$ cat src/rtl/stream_mux_n_pkg.sv
// -----------------------------------------------------------------------------
// stream_mux_n_pkg
// Shared constants and helpers for the stream_mux_n block.
//   MODE_SEL : channel chosen by the external sel port
//   MODE_RR  : channel chosen by the internal round-robin arbiter
//   wrap_inc : index + 1 modulo n (pointer advance for the arbiter)
// -----------------------------------------------------------------------------
package stream_mux_n_pkg;

    localparam int unsigned MODE_SEL = 0;
    localparam int unsigned MODE_RR  = 1;

    function automatic int unsigned wrap_inc(input int unsigned idx, input int unsigned n);
        return (idx >= n - 1) ? 0 : idx + 1;
    endfunction

endpackage

$ cat src/rtl/stream_mux_n_rr_arbiter.sv
// -----------------------------------------------------------------------------
// stream_mux_n_rr_arbiter
// Round-robin arbiter: grants the first requester found searching from the
// priority pointer upwards with wrap-around. The pointer moves to one past the
// granted index whenever the grant is consumed, so every persistent requester
// is served within NUM_IN grants.
// Ports:
//   clk        in   clock
//   rst_n      in   asynchronous active-low reset (pointer -> 0)
//   req_i      in   NUM_IN request vector
//   advance_i  in   current grant was consumed this cycle
//   grant_o    out  one-hot grant (zero when no request)
//   idx_o      out  binary index of the granted requester
// -----------------------------------------------------------------------------
module stream_mux_n_rr_arbiter
    import stream_mux_n_pkg::*;
#(
    parameter  int unsigned NUM_IN = 4,
    localparam int unsigned SEL_W  = $clog2(NUM_IN)
) (
    input  logic              clk,
    input  logic              rst_n,
    input  logic [NUM_IN-1:0] req_i,
    input  logic              advance_i,
    output logic [NUM_IN-1:0] grant_o,
    output logic [SEL_W-1:0]  idx_o
);

    logic [SEL_W-1:0] ptr_q, ptr_d;
    int unsigned      cand;
    logic             found;

    always_comb begin
        grant_o = '0;
        idx_o   = '0;
        found   = 1'b0;
        cand    = 0;
        for (int unsigned k = 0; k < NUM_IN; k++) begin
            cand = {{(32 - SEL_W){1'b0}}, ptr_q} + k;
            if (cand >= NUM_IN) begin
                cand = cand - NUM_IN;
            end
            if (!found && req_i[cand[SEL_W-1:0]]) begin
                found                     = 1'b1;
                grant_o[cand[SEL_W-1:0]]  = 1'b1;
                idx_o                     = cand[SEL_W-1:0];
            end
        end
    end

    always_comb begin
        ptr_d = ptr_q;
        if (advance_i) begin
            ptr_d = SEL_W'(wrap_inc({{(32 - SEL_W){1'b0}}, idx_o}, NUM_IN));
        end
    end

    always_ff @(posedge clk or negedge rst_n) begin
        if (!rst_n) begin
            ptr_q <= '0;
        end else begin
            ptr_q <= ptr_d;
        end
    end

endmodule

$ cat src/rtl/stream_mux_n.sv
// -----------------------------------------------------------------------------
// stream_mux_n
// N:1 registered stream multiplexer with valid/ready handshake. One source is
// picked per cycle (external sel, or round-robin over valid inputs), its word
// is registered into a single output stage. A pop and a refill may happen on
// the same edge, giving one word per clock.
// Ports:
//   clk        in   clock
//   rst_n      in   asynchronous active-low reset
//   in_data    in   NUM_IN*WIDTH, channel i at [i*WIDTH +: WIDTH]
//   in_valid   in   per-channel valid
//   in_ready   out  per-channel accept (at most one bit set)
//   sel        in   channel select, MODE_SEL only
//   out_data   out  registered selected word
//   out_valid  out  out_data holds an untaken word
//   out_ready  in   downstream accepts out_data
//   out_src    out  channel that produced out_data
// -----------------------------------------------------------------------------
module stream_mux_n
    import stream_mux_n_pkg::*;
#(
    parameter  int unsigned WIDTH  = 32,
    parameter  int unsigned NUM_IN = 4,
    parameter  int unsigned MODE   = MODE_SEL,
    localparam int unsigned SEL_W  = $clog2(NUM_IN)
) (
    input  logic                     clk,
    input  logic                     rst_n,
    input  logic [NUM_IN*WIDTH-1:0]  in_data,
    input  logic [NUM_IN-1:0]        in_valid,
    output logic [NUM_IN-1:0]        in_ready,
    input  logic [SEL_W-1:0]         sel,
    output logic [WIDTH-1:0]         out_data,
    output logic                     out_valid,
    input  logic                     out_ready,
    output logic [SEL_W-1:0]         out_src
);

    logic [NUM_IN-1:0] grant;
    logic [SEL_W-1:0]  grant_idx;
    logic              free;
    logic              xfer;
    logic [WIDTH-1:0]  mux_data;

    logic [WIDTH-1:0]  out_data_q, out_data_d;
    logic [SEL_W-1:0]  out_src_q, out_src_d;
    logic              out_valid_q, out_valid_d;

    // Slot is free when empty or being drained this cycle.
    assign free     = ~out_valid_q | out_ready;
    // Gating with rst_n keeps in_ready low while reset is held.
    assign in_ready = rst_n ? (grant & {NUM_IN{free}}) : '0;
    assign xfer     = |(in_valid & in_ready);

    if (MODE == MODE_RR) begin : g_rr
        stream_mux_n_rr_arbiter #(
            .NUM_IN (NUM_IN)
        ) u_arb (
            .clk       (clk),
            .rst_n     (rst_n),
            .req_i     (in_valid),
            .advance_i (xfer),
            .grant_o   (grant),
            .idx_o     (grant_idx)
        );
    end else begin : g_sel
        // Only the selected channel's valid is looked at; out-of-range sel
        // matches no channel and so grants nothing.
        always_comb begin
            grant = '0;
            for (int unsigned i = 0; i < NUM_IN; i++) begin
                grant[i] = in_valid[i] & (sel == SEL_W'(i));
            end
        end
        assign grant_idx = sel;
    end

    // AND-OR mux driven by the one-hot grant.
    always_comb begin
        mux_data = '0;
        for (int unsigned i = 0; i < NUM_IN; i++) begin
            mux_data = mux_data | (in_data[i*WIDTH +: WIDTH] & {WIDTH{grant[i]}});
        end
    end

    always_comb begin
        out_data_d  = out_data_q;
        out_src_d   = out_src_q;
        out_valid_d = out_valid_q;
        if (xfer) begin
            out_data_d  = mux_data;
            out_src_d   = grant_idx;
            out_valid_d = 1'b1;
        end else if (out_ready) begin
            out_valid_d = 1'b0;
        end
    end

    always_ff @(posedge clk or negedge rst_n) begin
        if (!rst_n) begin
            out_data_q  <= '0;
            out_src_q   <= '0;
            out_valid_q <= 1'b0;
        end else begin
            out_data_q  <= out_data_d;
            out_src_q   <= out_src_d;
            out_valid_q <= out_valid_d;
        end
    end

    assign out_data  = out_data_q;
    assign out_src   = out_src_q;
    assign out_valid = out_valid_q;

endmodule

$ cat config.mk
export PLATFORM = sky130hd
export DESIGN_NAME = stream_mux_n
export DESIGN_NICKNAME = d
export VERILOG_FILES = /design/src/rtl/stream_mux_n_pkg.sv /design/src/rtl/stream_mux_n_rr_arbiter.sv /design/src/rtl/stream_mux_n.sv
export SDC_FILE = /design/constraint.sdc
export NUM_CORES = 1
export LEC_CHECK = 0
export ABC_AREA = 1
export BUFFER_PORTS_ARGS = -buffer_cell sky130_fd_sc_hd__buf_2
export CORE_ASPECT_RATIO = 0.9
export CORE_UTILIZATION = 44
export DETAILED_ROUTE_END_ITERATION = 8
export PLACE_DENSITY = 0.82
export SLEW_MARGIN = 20
export SYNTH_ARGS = -nofsm -noshare
export SYNTH_HDL_FRONTEND = slang
export SYNTH_HIERARCHICAL = 1
export SYNTH_SLANG_ARGS = --single-unit
export TNS_END_PERCENT = 100
$ cat constraint.sdc
create_clock -name clk -period 1.55 [get_ports clk]
set_input_delay 0.0775 -clock clk [delete_from_list [all_inputs] [get_ports clk]]
set_output_delay 0.0775 -clock clk [all_outputs]
set_load 0.05 [all_outputs]
* After elaboration in Yosys (flattened, before gate mapping) *
Cells that the tools add are included.

word-level totals
  logic and storage cells = 27
  bits of input ports = 137
  RAM bits = 0
  memories = 0
  flip-flop bits (word level) = 35
  output and inout port bits = 39
  latch bits = 0
  bits in read-only memories = 0

operators by class
  $mul = 0
  equality and inequality tests = 3
  multiplexer cells = 3
  $lt $le $gt $ge = 0
  shift operators = 0
  reduce and logical (&&, ||, !) cells = 3
  div/mod/pow operators = 0
  bitwise gates (word level) = 15
  add/subtract/negate cells = 0

operators with widths
  operator              count
  $and A32 B32 Y32      4
  $or A32 B32 Y32       3
  $and A4 B4 Y4         2
  $and A1 B1 Y1         4
  $eq A2 B2 Y1 const B  2
  $mux W4               1
  $reduce_or A4 Y1      1
  $eq A2 B1 Y1 const B  1
  $logic_not A2 Y1      1
  $mux W1               2
  $reduce_bool A2 Y1    1
  $not A1 Y1            1
  $or A1 B1 Y1          1

* Depth between registers and ports, before layout *
  depth in word-level cells = 7
  mapped depth = 9
  depth with buffers taken out = 8

* Least setup slack after synthesis *
Ideal clock, no wire load.

  path kind = register -> output
  start = register out_valid_q, in the netlist out_valid
  end = output in_ready[0]
  arrival = 1720 ps
  setup slack = -247 ps
  cell stages (with the launch flop) = 6
  data required time = 1472 ps
  path buffers = 0
  path through = dfrtp_1 -> inv_1 -> nor2_1 -> nor2_1 -> inv_1 -> nor2_1

on the way
  cells in the longest elaborated chain, start to end = 4

ends and longest elaborated chain
  element                 line                 text
  start, declared         stream_mux_n.sv:47   logic out_valid_q, out_valid_d;
  start signal, assigned  stream_mux_n.sv:107  out_valid_q <= out_valid_d;
  $not A1 Y1              stream_mux_n.sv:50   assign free = ~out_valid_q | out_ready;
  $or A1 B1 Y1            stream_mux_n.sv:50
  $and A4 B4 Y4           stream_mux_n.sv:52   assign in_ready = rst_n ? (grant & {NUM_IN{free}}) : '0;
  $mux W4                 stream_mux_n.sv:52
  end, declared           stream_mux_n.sv:31   output logic [NUM_IN-1:0] in_ready,

Every way passes these cells.

* Final worst setup path *
  start = register out_valid_q, in the netlist out_valid
  end = output in_ready[3]

Same word-level chain as after synthesis.

==> metrics.md <==
| Metric | Value |
|---|---|
| Status | finished clean |
| Final Power | 3.48 mW |
| WHS | 0.0960 ns |
| Net Sw Power | 1.56 mW |
| Non-filler cells, final | 771 |
| WL/cell | 11.0 um |
| Ant. Diodes | 0 |
| Drt total wl | 8460 um |
| Power share of the clock group | 19.3% |
| CTS tree | yes |
| Final Hold Vio Count | 0 |
| IO Pins | 176 |
| WP data arrival | 1.44 ns |
| Min Clock Period, post-route | 1.52 ns |
| Cell-internal power | 1.92 mW |
| Switching Fraction | 44.9% |
| Fraction of registers with async set/reset | 100% |
| Area contributors post-synth | dfrtp_1 31%, nand2_1 22%, nor2_1 14% |
| Antenna violations before repair | 0 |
| Post-synth top area share | 31.3% |
| Cell Pwr Density | 876 mW/mm^2 |
| Worst-path clk slew | 0.07 ns |
| Core region area | 0.00611 mm^2 |
| Mapped Area | 0.00280 mm^2 |
| Crit path required time | 1.47 ns |
| GRT Resource Usage Total | 26.3% |
| Gpl congestion | 0.846 |
| CP max stage cell | dfrtp_2 |
| Avg Inst Size Synth | 5.51 um^2 |
| Drt pass-1 iters | 4 |
| Pleak | 2.70 nW |
| VDD IR max | 0.377 mV |
| Placed cell areas | 0.00383 mm^2 |
| Placed Cells | 761 |
| Setup slack at placement | 0.244 ns |
| Design Area, Final | 0.00398 mm^2 |
| Worst Tran Pin Value | 0.437 ns |
| Share of cells above drive strength 1 | 31.4% |
| FF-to-FF Start | out_valid |
| Buf/Inv on CP | 4 |
| Final nets | 820 |
| Clk buf depth | 2 |
| Final antenna-violating net count | 0 |
| Combinational power share | 46.3% |
| Layout Area Growth over Synthesis | 42.2% |
| IO Port Bufs | 175 |
| Clock Tree Root | clkbuf_8 |
| Final period utilization | 98.2% |
| Worst-Skew Late Latency | 0.28 ns |
| CP dominant cell by count | nor2_2 |
| Initial Utilization | 45.8% |
| Sequential share of the synthesized area | 31.3% |
| Iteration-0 DRC Markers | 122 |
| Final core utilization | 65.1% |
| RSZ-0062 raised after global routing | yes |
| FF+latch count, synth | 35 |
| Synthesized net count | 645 |
| Most frequent cells after synthesis | 167 x nand2_1, 105 x nor2_1, 101 x inv_1 |
| Synth Flop Type | dfrtp_1 |
| TNS Setup | 0 ns |
| First-pass GRT wire length | 14200 um |
| Skew final | 0.0109 ns |
| Post-DP HPWL | 6530 um |
| Post-synth top area cell | dfrtp_1 |
| Most common cell in the netlist | nand2_1 |
| CTS buffer count | 5 |
| Syn Inst Count | 508 |
| Pin count of the biggest net entering global routing | 36 |
| Power share of the sequential group | 34.5% |
| Slew Limit Fails | 0 |
| DIE WIDTH | 86.1 um |
| CP Cell Sequence | inv_2, nor2_2, nor2_1, buf_4, clkinvlp_4, nor2_2, buf_6 |
| Htree depth | 2 |
| Final setup vio count | 0 |
| Clk sinks | 35 |
| Max-slew headroom | 70.8% |
| Synth cell types | 16 |
| Row count | 27 |
| Yosys warns | 6 |
| Setup Crit Path Kind | flop to output pin |
| Die ar. | 0.00668 mm^2 |
| Worst Hold Class | input port to flop |
| Max FO, Critical Path | 4 |
| Via count | 3480 |
| Global route overflow | 0 |
| Critical path startpoint | out_valid |
| Endpoint type of the worst setup path | output pin |
| Die H | 77.6 um |
| Slowest cell delay on critical path | 0.41 ns |
| Setup ws final | 0.0280 ns |
| Maxcap violations | 0 |
| Number of global-route vias before repair | 3301 |
| Post-synth EDFFs | 0 |
| HP Start | sel[0] |
| Worst path top cell family by delay | buffers and inverters |
| Via density | 4.51 |
| Fmax achieved | 657 MHz |
| Startpoint Class | flop |
| DRC Markers | 0 |
## placed cells by master (no fill, tap or decap), drive strengths merged
cell type,n
inv,101
clkbuf,7
nor2,106
clkinv,1
clkinvlp,1
buf,193
nand2,168
nand3b,1
dlygate4sd3,1
dfrtp,35
nand3,68
o21ai,2
## registers in the layout, summed over array words and instances, names as in the netlist
| signal | flops |
|---|---|
| out_data | 32 |
| out_valid | 1 |
| out_src | 2 |
## cells by family (layout without fill, tap and decap cells)
family                 count (synthesis)  count (layout)  share of synthesized area [%]
AOI/OAI and AO/OA                      2               2                          0.895
and+or+nand+nor                      343             343                           49.7
DFF                                   35              35                           31.3
buffers and inverters                128             304                           18.1
## power by group through the flow
stage / Combinational [mW] / Sequential (mW) / Clock, mW
2_1_floorplan: 0.431 / 1.85 / 0
3_3_place_gp: 1.58 / 1.21 / 0
3_5_place_dp: 1.60 / 1.22 / 0
4_1_cts: 1.61 / 1.20 / 0.690
5_1_grt: 1.74 / 1.22 / 0.727
6_report: 1.61 / 1.20 / 0.671
## path summary, 6_finish.rpt
| path | to | slack (ns) | depth (start not counted) |
|---|---|---|---|
| setup reg to reg | out_data[29] | 0.12 | 9 |
| hold reg to reg | out_data[21] | 0.51 | 2 |
| setup / recovery | in_ready[3] | 0.03 | 7 |
| min in group asynchronous | out_data[6] | 0.39 | 3 |
| hold / removal | out_src[0] | 0.1 | 3 |
| max in group asynchronous | out_valid | 0.83 | 3 |
## worst reg2reg max path: cells and delay by family, from the launching register on
| kind | cells | cell delay [ns] |
|---|---|---|
| flops | 1 | 0.37 |
| simple gates | 4 | 0.36 |
| buf+inv | 4 | 0.58 |
| compound gates | 1 | 0.06 |
## area by class of cell
cell class,count,area (um^2)
clock buffer,7,86.3
clock inverter,1,5.00
fill,598,2140
inverter,102,387
multi-input combinational,345,1440
sequential,35,877
tap,87,109
timing repair buffer,194,1070
## metal layers
metal | vias to the layer above | track usage, % | wire length, um
met3 | 10 | 4.36 | 523
met2 | 142 | 47.5 | 4130
met5 | - | 0 | 0
met1 | 1503 | 31.7 | 3690
met4 | 0 | 8.33 | 114
li1 | 1825 | - | -
## repair_timing
item                                    in CTS  in global routing
endpoints found under the setup margin       4                  4
pin swaps                                    0                  1
buffers inserted                             0                  1
hold buffers                                 1                  0
endpoints found under the hold margin       35                  0
cloned                                       0                  0
resized for setup                            4                  8
Power figures use the tool's default switching activity.
